==> config.mk <==
export PLATFORM = sky130hd
export DESIGN_NAME = spring_launcher
export DESIGN_NICKNAME = d
export VERILOG_FILES = /design/src/rtl/spring_launcher_pkg.sv /design/src/rtl/spring_launcher_launch_speed_calc.sv /design/src/rtl/spring_launcher.sv
export SDC_FILE = /design/constraint.sdc
export NUM_CORES = 1
export LEC_CHECK = 0
export ABC_AREA = 1
export BUFFER_PORTS_ARGS = -buffer_cell sky130_fd_sc_hd__buf_2
export CAP_MARGIN = 15
export CORE_UTILIZATION = 55
export CTS_CLUSTER_SIZE = 20
export DETAILED_ROUTE_END_ITERATION = 16
export GPL_TIMING_DRIVEN = 0
export PLACE_DENSITY = 0.78
export RECOVER_POWER = 100
export SYNTH_ARGS = -nofsm -noshare
export SYNTH_HDL_FRONTEND = slang
export SYNTH_SLANG_ARGS = --single-unit
==> constraint.sdc <==
create_clock -name clk -period 2.8 [get_ports clk]
set_clock_uncertainty 0.2 [all_clocks]
set_input_delay 0.28 -clock clk [delete_from_list [all_inputs] [get_ports clk]]
set_output_delay 0.28 -clock clk [all_outputs]
set_load 0.02 [all_outputs]
==> src/rtl/spring_launcher_pkg.sv <==
// Shared spring/launcher defines: plunger geometry, default launch constants and launcher FSM states.
package spring_launcher_pkg;

  localparam int SCREEN_MAIN_SPRING_TOP_LEFT_Y = 420;

  localparam int DEF_LAUNCH_BASE      = 64;
  localparam int DEF_LAUNCH_GAIN      = 16;
  localparam int DEF_LAUNCH_SPEED_MAX = 1024;
  localparam int COOLDOWN_FRAMES      = 30;

  localparam int CNT_W = 16;

  typedef enum logic [2:0] {
    ST_IDLE,
    ST_CHARGING,
    ST_RELEASING,
    ST_LAUNCH,
    ST_COOLDOWN
  } launch_state_e;

endpackage

==> src/rtl/spring_launcher_launch_speed_calc.sv <==
// Combinational launch speed: -min(BASE + depth*GAIN, MAX), 32-bit signed, negative = up.
module launch_speed_calc #(
  parameter int LAUNCH_BASE      = 64,
  parameter int LAUNCH_GAIN      = 16,
  parameter int LAUNCH_SPEED_MAX = 1024
) (
  input  logic        [10:0] depth_i,
  output logic signed [31:0] speed_o
);

  localparam logic signed [31:0] BASE_S = 32'(LAUNCH_BASE);
  localparam logic signed [31:0] GAIN_S = 32'(LAUNCH_GAIN);
  localparam logic signed [31:0] MAX_S  = 32'(LAUNCH_SPEED_MAX);

  logic signed [31:0] depth_s;
  logic signed [31:0] mag;

  assign depth_s = $signed({21'd0, depth_i});
  assign mag     = BASE_S + depth_s * GAIN_S;
  // Saturate on the magnitude, then negate so the ball moves up.
  assign speed_o = (mag > MAX_S) ? -MAX_S : -mag;

endmodule

==> src/rtl/spring_launcher.sv <==
// Turns a pull-and-release plunger stroke into a one-clk launch strobe with a depth-scaled upward speed.
// Optional: define SPRING_LAUNCH_MIN_DEPTH_EN to treat hits shallower than MIN_DEPTH as dry fires.
module spring_launcher
  import spring_launcher_pkg::*;
#(
  parameter int REST_Y           = SCREEN_MAIN_SPRING_TOP_LEFT_Y,
  parameter int LAUNCH_BASE      = DEF_LAUNCH_BASE,
  parameter int LAUNCH_GAIN      = DEF_LAUNCH_GAIN,
  parameter int LAUNCH_SPEED_MAX = DEF_LAUNCH_SPEED_MAX,
  parameter int COOLDOWN_FRAMES  = spring_launcher_pkg::COOLDOWN_FRAMES
`ifdef SPRING_LAUNCH_MIN_DEPTH_EN
  ,
  parameter int MIN_DEPTH        = 4
`endif
) (
  input  logic               clk,
  input  logic               resetN,
  input  logic               startOfFrame,
  input  logic signed [10:0] springTopLeftY,
  input  logic signed [31:0] springSpeedY,
  input  logic               collisionSpringBall,
  input  logic               ballInLane,
  output logic               launchPulse,
  output logic signed [31:0] launchSpeedY,
  output logic        [10:0] compressionDepth,
  output logic               busy
);

  launch_state_e      state_q, state_d;
  logic        [10:0] depth_q, depth_d;
  logic               hit_q, hit_d;
  logic   [CNT_W-1:0] cnt_q, cnt_d;
  logic signed [31:0] speed_q, speed_d;

  logic signed [12:0] diff;
  logic        [10:0] depth_now;
  logic signed [31:0] calc_speed;
  logic               hit_now;
  logic               depth_ok;

  assign diff = 13'(springTopLeftY) - 13'(REST_Y);

  always_comb begin
    depth_now = diff[10:0];
    if (diff < 0) begin
      depth_now = '0;
    end else if (diff > 13'sd2047) begin
      depth_now = 11'd2047;
    end
  end

`ifdef SPRING_LAUNCH_MIN_DEPTH_EN
  assign depth_ok = (depth_q >= 11'(MIN_DEPTH));
`else
  assign depth_ok = 1'b1;
`endif

  launch_speed_calc #(
    .LAUNCH_BASE      (LAUNCH_BASE),
    .LAUNCH_GAIN      (LAUNCH_GAIN),
    .LAUNCH_SPEED_MAX (LAUNCH_SPEED_MAX)
  ) u_calc (
    .depth_i (depth_q),
    .speed_o (calc_speed)
  );

  // A collision on the tick itself counts toward that tick's decision.
  assign hit_now = hit_q | collisionSpringBall;

  always_comb begin
    state_d = state_q;
    depth_d = depth_q;
    hit_d   = hit_q;
    cnt_d   = cnt_q;
    speed_d = speed_q;
    unique case (state_q)
      ST_IDLE: begin
        if (startOfFrame && springSpeedY > 0) begin
          state_d = ST_CHARGING;
          depth_d = '0;
          hit_d   = 1'b0;
        end
      end
      ST_CHARGING: begin
        if (startOfFrame) begin
          if (depth_now > depth_q) depth_d = depth_now;
          if (springSpeedY < 0) state_d = ST_RELEASING;
        end
      end
      ST_RELEASING: begin
        if (collisionSpringBall) hit_d = 1'b1;
        if (startOfFrame) begin
          if (hit_now && ballInLane) begin
            if (depth_ok) begin
              state_d = ST_LAUNCH;
              speed_d = calc_speed;
            end else begin
              state_d = ST_IDLE;
              depth_d = '0;
              hit_d   = 1'b0;
            end
          end else if (springSpeedY > 0) begin
            state_d = ST_CHARGING;
          end else if (diff <= 0) begin
            state_d = ST_IDLE;
            depth_d = '0;
            hit_d   = 1'b0;
          end
        end
      end
      ST_LAUNCH: begin
        state_d = ST_COOLDOWN;
        hit_d   = 1'b0;
        cnt_d   = CNT_W'(COOLDOWN_FRAMES);
      end
      ST_COOLDOWN: begin
        if (startOfFrame) begin
          if (cnt_q <= CNT_W'(1)) begin
            state_d = ST_IDLE;
            cnt_d   = '0;
          end else begin
            cnt_d = cnt_q - CNT_W'(1);
          end
        end
      end
      default: state_d = ST_IDLE;
    endcase
  end

  always_ff @(posedge clk or negedge resetN) begin
    if (!resetN) begin
      state_q <= ST_IDLE;
      depth_q <= '0;
      hit_q   <= 1'b0;
      cnt_q   <= '0;
      speed_q <= '0;
    end else begin
      state_q <= state_d;
      depth_q <= depth_d;
      hit_q   <= hit_d;
      cnt_q   <= cnt_d;
      speed_q <= speed_d;
    end
  end

  assign launchPulse      = (state_q == ST_LAUNCH);
  assign launchSpeedY     = speed_q;
  assign compressionDepth = depth_q;
  assign busy             = (state_q != ST_IDLE);

endmodule

# Yosys cells after proc, flatten, opt, wreduce, memory -nomap -nowiden
# Cells that the tools add are included.
word_totals:
  reg_bits: 63
  elab_cells: 76
  input_bits: 48
classes:
  n_eq_ne: 15
  bitwise: 1
  reduce_logical: 12
  magnitude_cmp: 8
  addsub: 4
  n_mux: 31
op_table:
  columns: ["operator", "count"]
  rows:
  - ["11-bit 2-to-1 mux", 9]
  - ["11-bit one-hot mux with 3 select lines", 1]
  - ["32-bit by 1-bit > comparator with 1-bit output, second input constant", 1]
  - ["32-bit by 12-bit > comparator with 1-bit output, second input constant", 1]
  - ["32-bit by 1-bit < comparator with 1-bit output, second input constant", 1]
  - ["16-bit 2-to-1 mux", 2]
  - ["32-bit 2-to-1 mux", 1]
  - ["32-bit negation", 1]
  - ["16-bit one-hot mux with 2 select lines", 1]
  - ["3-bit 2-to-1 mux", 9]
  - ["2-bit inequality test, second input constant", 10]
  - ["7-bit by 15-bit adder with 16-bit output, first input constant", 1]
  - ["16-bit by 1-bit less-or-equal comparator with 1-bit output, second input constant", 1]
  - ["16-bit by 1-bit subtractor with 16-bit output, second input constant", 1]
  - ["3-bit one-hot mux with 5 select lines", 1]
  - ["12-bit > comparator, second input constant", 1]
  - ["12-bit by 1-bit less-or-equal comparator with 1-bit output, second input constant", 1]
  - ["12-bit by 1-bit < comparator with 1-bit output, second input constant", 1]
  - ["11-bit by 10-bit subtractor with 12-bit output, second input constant", 1]
  - ["11-bit > comparator", 1]
  - ["3-bit nonzero test", 3]
  - ["8-bit AND reduction", 1]
  - ["7-bit AND reduction", 1]
  - ["3-bit by 2-bit == test with 1-bit output, second input constant", 2]
  - ["11 further kinds", 18]

# Longest topological paths before layout
# Gate-level depths: netlist of run 1.
depth:
  depth_word: 8
  depth_mapped: 22
  mapped_depth_nobuf: 20

# By module
# From an unflattened synthesis of run 1, not the netlist that was laid out.
hier_totals:
  hier_cells: 574
  hier_area_um2: 4400.5
modules_own_cells:
  columns: ["mod", "seq_area_each_um2", "area_per_inst_um2", "cells_per_inst", "instances"]
  rows:
  - ["spring_launcher", 1576.5, 3678.5, 441, 1]
  - ["launch_speed_calc", 0.0, 721.9, 133, 1]

# Least setup slack after synthesis of run 1
# No wires, ideal clock.
synth_timing:
  path_kind: "input -> register"
  start: "input springTopLeftY[3]"
  end: "register depth_q[2] (netlist: compressionDepth[2])"
  n_path_buf: 2
  setup_time_ps: 118
  slack_ps: 68
  cell_stages: 21
  arrival_time_ps: 2413
  path_cell_list: "nor2_1 -> nand2_1 -> nand2_1 -> nand2_1 -> nand3_1 -> nand2_1 -> nand2_2 -> buf_1 -> nor2_1 -> ha_1 -> nand2_1 -> nor2_1 -> and2_1 -> nand2_1 -> nand3_1 -> a21oi_1 -> nor2_2 -> nand3_1 -> buf_2 -> nand2_1 -> nand2_1"
synth_via:
  elab_chain_len: 7
  elab_cells_between_ends: 13
synth_rtl:
  columns: ["item", "line", "source"]
  rows:
  - ["from (decl)", "spring_launcher.sv:19", "input logic signed [10:0] springTopLeftY,"]
  - ["11-bit by 10-bit subtractor with 12-bit output (*)", "spring_launcher.sv:41", "assign diff = 13'(springTopLeftY) - 13'(REST_Y);"]
  - ["12-bit > comparator", "spring_launcher.sv:47", "end else if (diff > 13'sd2047) begin"]
  - ["11-bit 2-to-1 mux", "spring_launcher.sv:47", null]
  - ["11-bit 2-to-1 mux", "spring_launcher.sv:45", "if (diff < 0) begin"]
  - ["11-bit > comparator / 11-bit 2-to-1 mux (equally long branches)", "spring_launcher.sv:86", "if (depth_now > depth_q) depth_d = depth_now;"]
  - ["2-bit inequality test (no line) / 11-bit 2-to-1 mux (equally long branches)", null, null]
  - ["8-bit AND reduction (no line) / 11-bit one-hot mux with 3 select lines (equally long branches)", null, null]
  - ["to (signal assigned)", "spring_launcher.sv:139", "depth_q <= depth_d;"]
  - ["to (decl)", "spring_launcher.sv:30", "logic [10:0] depth_q, depth_d;"]
# Every way passes the cells marked *; elsewhere a longest branch is shown, timed or not. The select of a mux whose other input is x is not followed.
# A chain may end at the register's enable or synchronous reset.

# Worst setup path in the final report of run 1
layout_timing:
  start: "input springTopLeftY[2]"
  end: "register depth_q[9] (netlist: compressionDepth[9])"
# Same word-level chain as after synthesis.

==> flow_summary.toml, run 1 <==
[worst_setup_path]
cpMaxStageDelayCell = "ha_1"
cp-end-kind = "register"
path_cells = "buf_2 > inv_1 > ha_1 > nand2_2 > nand2_1 > nand2_2 > nand3_2 > nand2_2 > nor2_1 > ha_1 > nand2_1 > nor2_1 > and2_1 > nand2_1 > nand3_1 > a21oi_1 > nor2_2 > nand3_1 > buf_6 > nand2_1 > nand2_1"
startpoint_type = "primary input"
slowest_delay_ns = 0.29
worstPathArrival_ns = 2.60
path_buf_inv = 3
required_ns = 2.81
crit_type = "in -> reg"
crit_top_cell = "nand2_1"
cp_max_fo = 10
path_delay_family = "simple AND/OR/NAND/NOR gates"

[placed_design]
globalplace.congestion = 0.8614
io_buffers = 88
dp_hpwl_um = 6356
place_area_um2 = 4420

[clocking]
cts_tree = "done"
clk-insertion-delay-late_ns = 0.31
cts_sinks = 54
numCtsBuffers = 5
clk_pin_slew_ns = 0.09
cts.htree.levels = 2
clock_path_buffers = 2
root_buffer = "clkbuf_8"

[timing]
finalMaxSlewViolations = 0
tightest_slew_ns = 1.040
maxSlewHeadroom_pct = 30.65
max_freq_ghz = 0.3855
setup_violations = 0
finalCritPeriodShare_pct = 92.64
finalHoldViolations = 0
fin_worst_hold_slack_ns = 0.1032
min_period_ns = 2.594

[global_route]
grt_pass1_wl_um = 13470
grt_remaining_overflow = 0
track_usage_pct = 22.43
antenna_found_initial = 0
grt_max_degree = 55
grt_pass1_vias = 3249

[yosys]
synth_top_family_by_area = "simple AND/OR/NAND/NOR gates"
syn_avg_cell_area_um2 = 7.248
synth_flop_cell = "dfrtp_1"
postSynth.asyncResetShare_pct = 100.0
ys_ff_latch = 54
ys_warn_count = 0
yosys.area_share.simple_pct = 36.22
synth_compound_area_share_pct = 7.087
ys_top_cells_by_area = "dfrtp_1, nand2_1, inv_1"
synthXorXnorAreaFrac_pct = 4.714
muxShareOfSynthArea_pct = 0
yosysTopAreaCell = "dfrtp_1"
synth_edf_count = 0
synth_top_area_share_pct = 35.11
synth_area_um2 = 3849
synthCells = 531
synthDistinctLibCells = 47
yosysSeqAreaShare_pct = 35.11
synth_adder_area_share_pct = 6.177
synth_commonest_cells = "nand2_1, inv_1, nor2_1"
yosysMostFrequentCell = "nand2_1"

[status]
status = "complete, no violations"

[flow_run]
cap_violations = 0

[pwr]
power.density_nw_per_um2 = 804.9
total_power_w = 0.003663
ir_worst_vdd_uv = 272.9
power.leakage_nw = 2.462

[route]
first_pass_iters = 4
via_per_inst = 4.923
route.vias.total = 3589
routedWlPerCell_um = 11.07
drt_iter0_markers = 158
drt-total-wl_um = 8067
drc = 0
antenna_left = 0

[die]
ios = 93
die_y_um = 85.65
die_w_um = 85.65
initial_core_util_pct = 56.65
fp.coreArea_um2 = 6794
rows = 30
die_area_um2 = 7336

[layout]
final_nets = 699
stdcell_area_um2 = 4551
final_util_pct = 66.98
areaGrowthSynthToFinish_pct = 18.24
multiInputGateArea_um2 = 2137
register_area_um2 = 1353
num_antenna_cells = 0
drive_gt1_share_pct = 18.80
fillers = 613

[hold_path]
min_path_type = "in -> reg"
per-stage QoR:
step / setup TNS [ns] / instances / setup slack, ns
CTS: 0 / 725 / 0.1006
detailed placement: -4.526 / 718 / -0.4383
global route: -0.08951 / 729 / -0.02990
floorplan: 0 / 534 / 0.06840
finish: 0 / 729 / 0.2060
global placement: -3.493 / 718 / -0.3401
where the power goes:
| group | leakage (nW) | switching [W] | internal, W |
|---|---|---|---|
| Combinational | 1.71 | 0.00124 | 0.000643 |
| Sequential | 0.705 | 0.000230 | 0.00102 |
| Clock | 0.0504 | 0.000265 | 0.000266 |
final cells by class:
class	instances	area share, %
buffer	16	2.365
clock buffer	5	1.512
clock inverter	3	0.9898
inverter	80	6.709
multi-input combinational	384	46.96
sequential	54	29.72
tap	96	2.640
timing repair buffer	91	9.101
sequential cells by signal, summed over array words and instances, names as in the netlist:
name              cells
state_q               3
compressionDepth     11
cnt_q                16
hit_q                 1
launchSpeedY         23
layout by cell type, fill, tap and decap left out, drive strengths merged, types with 2 or more instances in the layout:
cell type and instances:
a21oi 16, a22oi 2, and2 4, buf 62
clkbuf 49, clkinvlp 2, conb 4, dfrtp 54
ha 19, inv 80, nand2 147, nand3 33
nand3b 2, nand4 19, nor2 69, nor3 18
nor3b 2, nor4 2, o21a 2, o21ai 19
o22ai 2, or2 2, xor2 18
worst reg2reg max path, stage by stage (launching register included):
cell	delay (ns)
dfrtp_1	0.47
ha_1	0.22
nand2_1	0.09
nor2_4	0.14
xor2_2	0.20
nand3_1	0.17
nor2_1	0.13
nand3_1	0.07
nor2_1	0.10
ha_1	0.23
or2_0	0.22
o22ai_1	0.14
inv_1	0.05
cells by family after synthesis:
logic type,count (synthesis)
compound gates,43
flops,54
fa+ha+maj,19
buf+inv,97
other cells,1
xor+xnor,19
simple gates,298
repair_timing:
item | 4_1_cts | 5_1_grt
setup buffers | 0 | 1
cloned | 0 | 1
pin swaps | 0 | 2
hold endpoints to repair | 0 | 19
gates resized for setup | 0 | 14
setup endpoints to repair | 10 | 11
hold buffers | 0 | 1
path summary, 6_finish.rpt:
check,from,cells past startpoint,slack (ns),endpoint
worst min-delay path,springTopLeftY[10],4,0.10,compressionDepth[9]$_DFFE_PN0P_
worst max register to register,compressionDepth[3]$_DFFE_PN0P_,12,0.27,launchSpeedY[15]$_DFFE_PN0P_
worst min register to register,launchSpeedY[21]$_DFFE_PN0P_,2,0.29,launchSpeedY[21]$_DFFE_PN0P_
worst max-delay path,springTopLeftY[2],21,0.21,compressionDepth[9]$_DFFE_PN0P_
max in group asynchronous,resetN,3,0.52,cnt_q[1]$_DFFE_PN0P_
min in group asynchronous,resetN,2,0.46,launchSpeedY[26]$_DFFE_PN0P_
metal layers:
metal  vias to the layer above  global-route usage [%]  wire length [um]
met5                         -                       0                 0
met3                         7                   3.946               372
met1                      1609                   27.16              3565
li1                       1875                       -                 -
met2                        98                   41.16              4052
met4                         0                   5.758                77
(Power assumes the default switching activity.)
==> run 2: changes to the inputs <==
- CORE_UTILIZATION: 55 -> 59
- PLACE_DENSITY: 0.78 -> 0.83
- clock period: 2.8 -> 3.1 ns (I/O delays scaled with it)
==> flow_summary.toml, run 2 (synthesis gave the netlist of run 1 again) <==
[clocking]
cts.htree.levels = 2
cts_tree = "done"
numCtsBuffers = 5
clk_pin_slew_ns = 0.10
root_buffer = "clkbuf_8"
cts_sinks = 54
clock_path_buffers = 2
cts_setup_buffers = 0
clk-insertion-delay-late_ns = 0.31
cts_resized = 0

[die]
ios = 93
die_w_um = 82.77
initial_core_util_pct = 60.96
die_area_um2 = 6850
rows = 29
fp.coreArea_um2 = 6314
die_y_um = 82.77

[timing]
max_freq_ghz = 0.3615
finalCritPeriodShare_pct = 89.23
min_period_ns = 2.766
fin_tns_setup_ns = 0
finalMaxSlewViolations = 0
maxSlewHeadroom_pct = 38.43
rsz0062_at_grt = "false"
setup_violations = 0
setup_slack_ns = 0.3338
finalHoldViolations = 0
tightest_slew_ns = 0.9235

[route]
first_pass_iters = 4
drt-total-wl_um = 8013
via_per_inst = 5.153
antenna_left = 0
drc = 0
drt_iter0_markers = 126
routedWlPerCell_um = 11.32
route.vias.total = 3648

[layout]
stdcell_area_um2 = 4408
num_antenna_cells = 0
areaGrowthSynthToFinish_pct = 14.53
largest_reg_flops = 23
final_common_cell = "nand2_1"
drive_gt1_share_pct = 15.53
final_nets = 697
mostFrequentLayoutCells = "nand2_1, inv_1, nor2_1, dfrtp_1, buf_2"

[worst_setup_path]
required_ns = 3.08
worstPathArrival_ns = 2.75
worstRegToRegCells = 10
startpoint_type = "register"
crit_type = "reg -> reg"
cp-end-kind = "register"
cp_max_fo = 8
r2r_setup_slack_ns = 0.33

[placed_design]
place_area_um2 = 4397
globalplace.congestion = 0.8802
dp_hpwl_um = 6361
io_buffers = 88
place_ws_ns = -0.1889

[pwr]
ir_worst_vdd_uv = 620.2
power.density_nw_per_um2 = 732.2
power.leakage_nw = 2.424

[global_route]
track_usage_pct = 25.13
grt_pass1_wl_um = 13500
grt_remaining_overflow = 0
grt_max_degree = 55
grt_pass1_vias = 3226
antenna_found_initial = 0

[flow_run]
cap_violations = 0

[hold_path]
hold_depth = 4
min_path_type = "in -> reg"

[status]
status = "complete, no violations"
-- run 2: worst paths after layout --
path                                              endpoint                       startpoint
hold / removal             compressionDepth[9]$_DFFE_PN0P_               springTopLeftY[10]
setup reg to reg              launchSpeedY[10]$_DFFE_PN0P_  compressionDepth[2]$_DFFE_PN0P_
max in group asynchronous           state_q[0]$_DFFE_PN0P_                           resetN
hold reg to reg               launchSpeedY[23]$_DFFE_PN0P_     launchSpeedY[23]$_DFFE_PN0P_
setup / recovery              launchSpeedY[10]$_DFFE_PN0P_  compressionDepth[2]$_DFFE_PN0P_
min in group asynchronous     launchSpeedY[24]$_DFFE_PN0P_                           resetN
-- run 2: through the flow --
step                      hold WS (ns)  util, %  instances  power [W]
after floorplan                -0.1856        -        534   0.002371
after global placement          0.2590    69.64        699   0.002796
after detailed placement        0.2616    69.64        699   0.002862
after CTS                      0.07213    71.44        707   0.003339
after global routing            0.1559    69.82        708   0.003520
final                           0.1379    69.82        708   0.003228
-- run 2: critical path, cell delays in order (launching register included) --
cell and delay (ns):
dfrtp_1 0.52, ha_1 0.23, nand2_1 0.05, nor2_1 0.25
nand4_1 0.16, xor2_1 0.21, nand2_1 0.08, nor2_1 0.26
nand2_1 0.23, o21ai_2 0.34, nand2_1 0.10
-- run 2: final cells by class --
class                   instances  area, um^2
clock inverters                 3       45.04
plain buffers                  16       98.84
flip-flops and latches         54        1351
clock buffers                   5       68.82
fillers                       571        1906
well taps                      77       96.34
inverters                      80       305.3
multi-input cells             383        2038
repair buffers                 90       404.1
-- run 2: repair_timing --
action	in CTS	in global routing
hold buffers	0	1
endpoints found under the setup margin	0	10
endpoints found under the hold margin	0	16
-- run 2: power by group --
part / leakage (nW) / switching, W / internal, W
Combinational: 1.67 / 0.00109 / 0.000535
Sequential: 0.706 / 0.000209 / 0.000920
Clock: 0.0504 / 0.000234 / 0.000240
-- run 2: routing by layer --
layer	GRT usage (%)	vias to the layer above	share of wire (%)
met5	0	-	0
met4	5.862	0	1.0
met3	4.066	7	4.4
met2	46.15	98	49
met1	30.43	1678	45
li1	-	1865	-
==> run 3: changes to the inputs <==
- ABC_CLOCK_PERIOD_IN_PS: not set -> 3100
- CORE_UTILIZATION: 59 -> 61
- PLACE_DENSITY: 0.83 -> 0.84
- SYNTH_HIERARCHICAL: not set -> 1
==> flow_summary.toml, run 3 <==
[yosys]
synthDistinctLibCells = 43
yosys.area_share.simple_pct = 33.84
ys_warn_count = 6
synth_edf_count = 0
muxShareOfSynthArea_pct = 8.189
synth_top_family_by_area = "simple AND/OR/NAND/NOR gates"
yosysTopAreaCell = "dfrtp_1"
synth_flop_cell = "dfrtp_1"
yosysSeqAreaShare_pct = 35.83
synth_area_um2 = 4400
synth_commonest_cells = "nand2_1, nor2_1, inv_1"
synth_compound_area_share_pct = 4.123
ys_top_cells_by_area = "dfrtp_1, nand2_1, mux2_2"
synthCells = 574
yosysMostFrequentCell = "nand2_1"
syn_avg_cell_area_um2 = 7.666
synthXorXnorAreaFrac_pct = 2.587
synth_adder_area_share_pct = 5.402
postSynth.asyncResetShare_pct = 100.0
ys_ff_latch = 63
synth_top_area_share_pct = 35.83

[route]
wl_met2_um = 4688
top_layer = "met4"
via_per_inst = 5.087
antenna_left = 0
first_pass_iters = 5
drt-total-wl_um = 9272
drt_iter0_markers = 187
met1_length_um = 4143
routedWlPerCell_um = 11.84
met3WireLength_um = 360
route.vias.total = 3983
drc = 0

[layout]
fillers = 582
largest_reg_flops = 32
drive_gt1_share_pct = 20.67
final_nets = 749
register_area_um2 = 1577
areaGrowthSynthToFinish_pct = 15.38
final_util_pct = 73.92
mostFrequentLayoutCells = "nand2_1, nor2_1, inv_1, dfrtp_1, clkbuf_1"
num_antenna_cells = 0
multiInputGateArea_um2 = 2360
final_common_cell = "nand2_1"

[pwr]
power.density_nw_per_um2 = 793.0
ir_worst_vdd_uv = 406.7
power.leakage_nw = 2.596
total_power_w = 0.004026

[placed_design]
io_buffers = 92
dp_hpwl_um = 7395
globalplace.congestion = 0.8217

[worst_setup_path]
crit_type = "in -> reg"
required_ns = 3.17
cp_max_fo = 10
worstPathArrival_ns = 2.82
cp-end-kind = "register"
startpoint_type = "primary input"

[global_route]
grt_pass1_wl_um = 15090
grt_remaining_overflow = 0
grt_max_degree = 39
antenna_found_initial = 0
grt_pass1_vias = 3618
track_usage_pct = 25.25

[hold_path]
min_path_type = "in -> reg"

[die]
rows = 30
ios = 93
die_y_um = 86.94
die_area_um2 = 7558
die_w_um = 86.94
initial_core_util_pct = 64.06
fp.coreArea_um2 = 6869

[timing]
setup_violations = 0
max_freq_ghz = 0.3629
min_period_ns = 2.756
maxSlewHeadroom_pct = 9.344
tightest_slew_ns = 1.360
finalCritPeriodShare_pct = 88.90
rsz0062_at_grt = "false"
finalHoldViolations = 0
finalMaxSlewViolations = 0
fin_tns_setup_ns = 0

[status]
status = "complete, no violations"

[clocking]
clk_pin_slew_ns = 0.07
clk-insertion-delay-late_ns = 0.34
root_buffer = "clkbuf_8"
hold_buffers = 1
cts_tree = "done"
clock_path_buffers = 2
cts_sinks = 63
cts_resized = 0
numCtsBuffers = 9
cts.htree.levels = 3
cts_setup_buffers = 0

[flow_run]
cap_violations = 0
## run 3: cell types whose count changed in the layout (fill, tap and decap cells not counted), moves of 9 or more
cell     change
mux2_2      +32
nor2_1      +15
nand4_1     -10
dfrtp_1      +9
nand3_1      +9
## run 3: power breakdown
group          total (W)  internal [W]  switching [W]  leakage, nW
Combinational    0.00206      0.000755        0.00131         1.69
Clock           0.000621      0.000291       0.000330       0.0894
Sequential       0.00134       0.00110       0.000245        0.817
## run 3: cells by family after synthesis
logic type | Yosys count
simple gates | 316
compound gates | 32
xor+xnor | 13
flops | 63
fa+ha+maj | 19
buf+inv | 98
mux | 32
other cells | 1
## run 3: final timing paths
check / start / end / slack, ns / cells past startpoint
min reg2reg: launchSpeedY[4]$_DFFE_PN0P_ / launchSpeedY[4]$_DFFE_PN0P_ / 0.30 / 1
max reg2reg: compressionDepth[2]$_DFFE_PN0P_ / launchSpeedY[25]$_DFFE_PN0P_ / 0.37 / 10
min: startOfFrame / cnt_q[2]$_DFFE_PN0P_ / 0.07 / 2
max: springTopLeftY[4] / compressionDepth[3]$_DFFE_PN0P_ / 0.34 / 21
min in group asynchronous: resetN / launchSpeedY[6]$_DFFE_PN0P_ / 0.60 / 2
max in group asynchronous: resetN / cnt_q[7]$_DFFE_PN0P_ / 0.53 / 3
## run 3: cell type report
cell class | count | area share [%]
Multi-Input combinational cell | 416 | 46.48
Sequential cell | 63 | 31.05
Timing Repair Buffer | 94 | 8.181
Inverter | 79 | 5.890
Buffer | 19 | 2.637
Clock buffer | 9 | 2.440
Tap cell | 96 | 2.366
Clock inverter | 7 | 0.9611
## run 3: worst max-delay path, stage by stage
cell and delay [ns]:
buf_2 0.11, nor2_1 0.13, nand2_1 0.08, nand2_1 0.10, nand2_1 0.10, nand3_1 0.13
nand2_1 0.08, nand2_2 0.15, buf_2 0.24, nor2_1 0.06, ha_1 0.29, a21oi_1 0.12
o21ai_0 0.09, nand3_1 0.07, nand3_1 0.07, a21oi_1 0.23, inv_1 0.07, nand3_1 0.10
buf_4 0.17, nand2_1 0.06, nand2_1 0.06
## run 3: per-layer routing
metal | vias to the layer above | track usage [%]
met3 | 8 | 4.360
met4 | 0 | 7.424
met5 | - | 0
met1 | 1851 | 30.01
li1 | 2027 | -
met2 | 97 | 46.46
## run 3: metrics by stage
step	hold WS [ns]	cell area [um^2]	instances	setup WS [ns]
after floorplan	-0.1856	4412	577	0.4960
after global placement	0.2820	4992	765	0.09524
after detailed placement	0.1495	5012	766	0.01865
after CTS	0.06094	5195	783	0.3719
after global routing	0.06838	5077	783	0.01772
final	0.07028	5077	783	0.3441
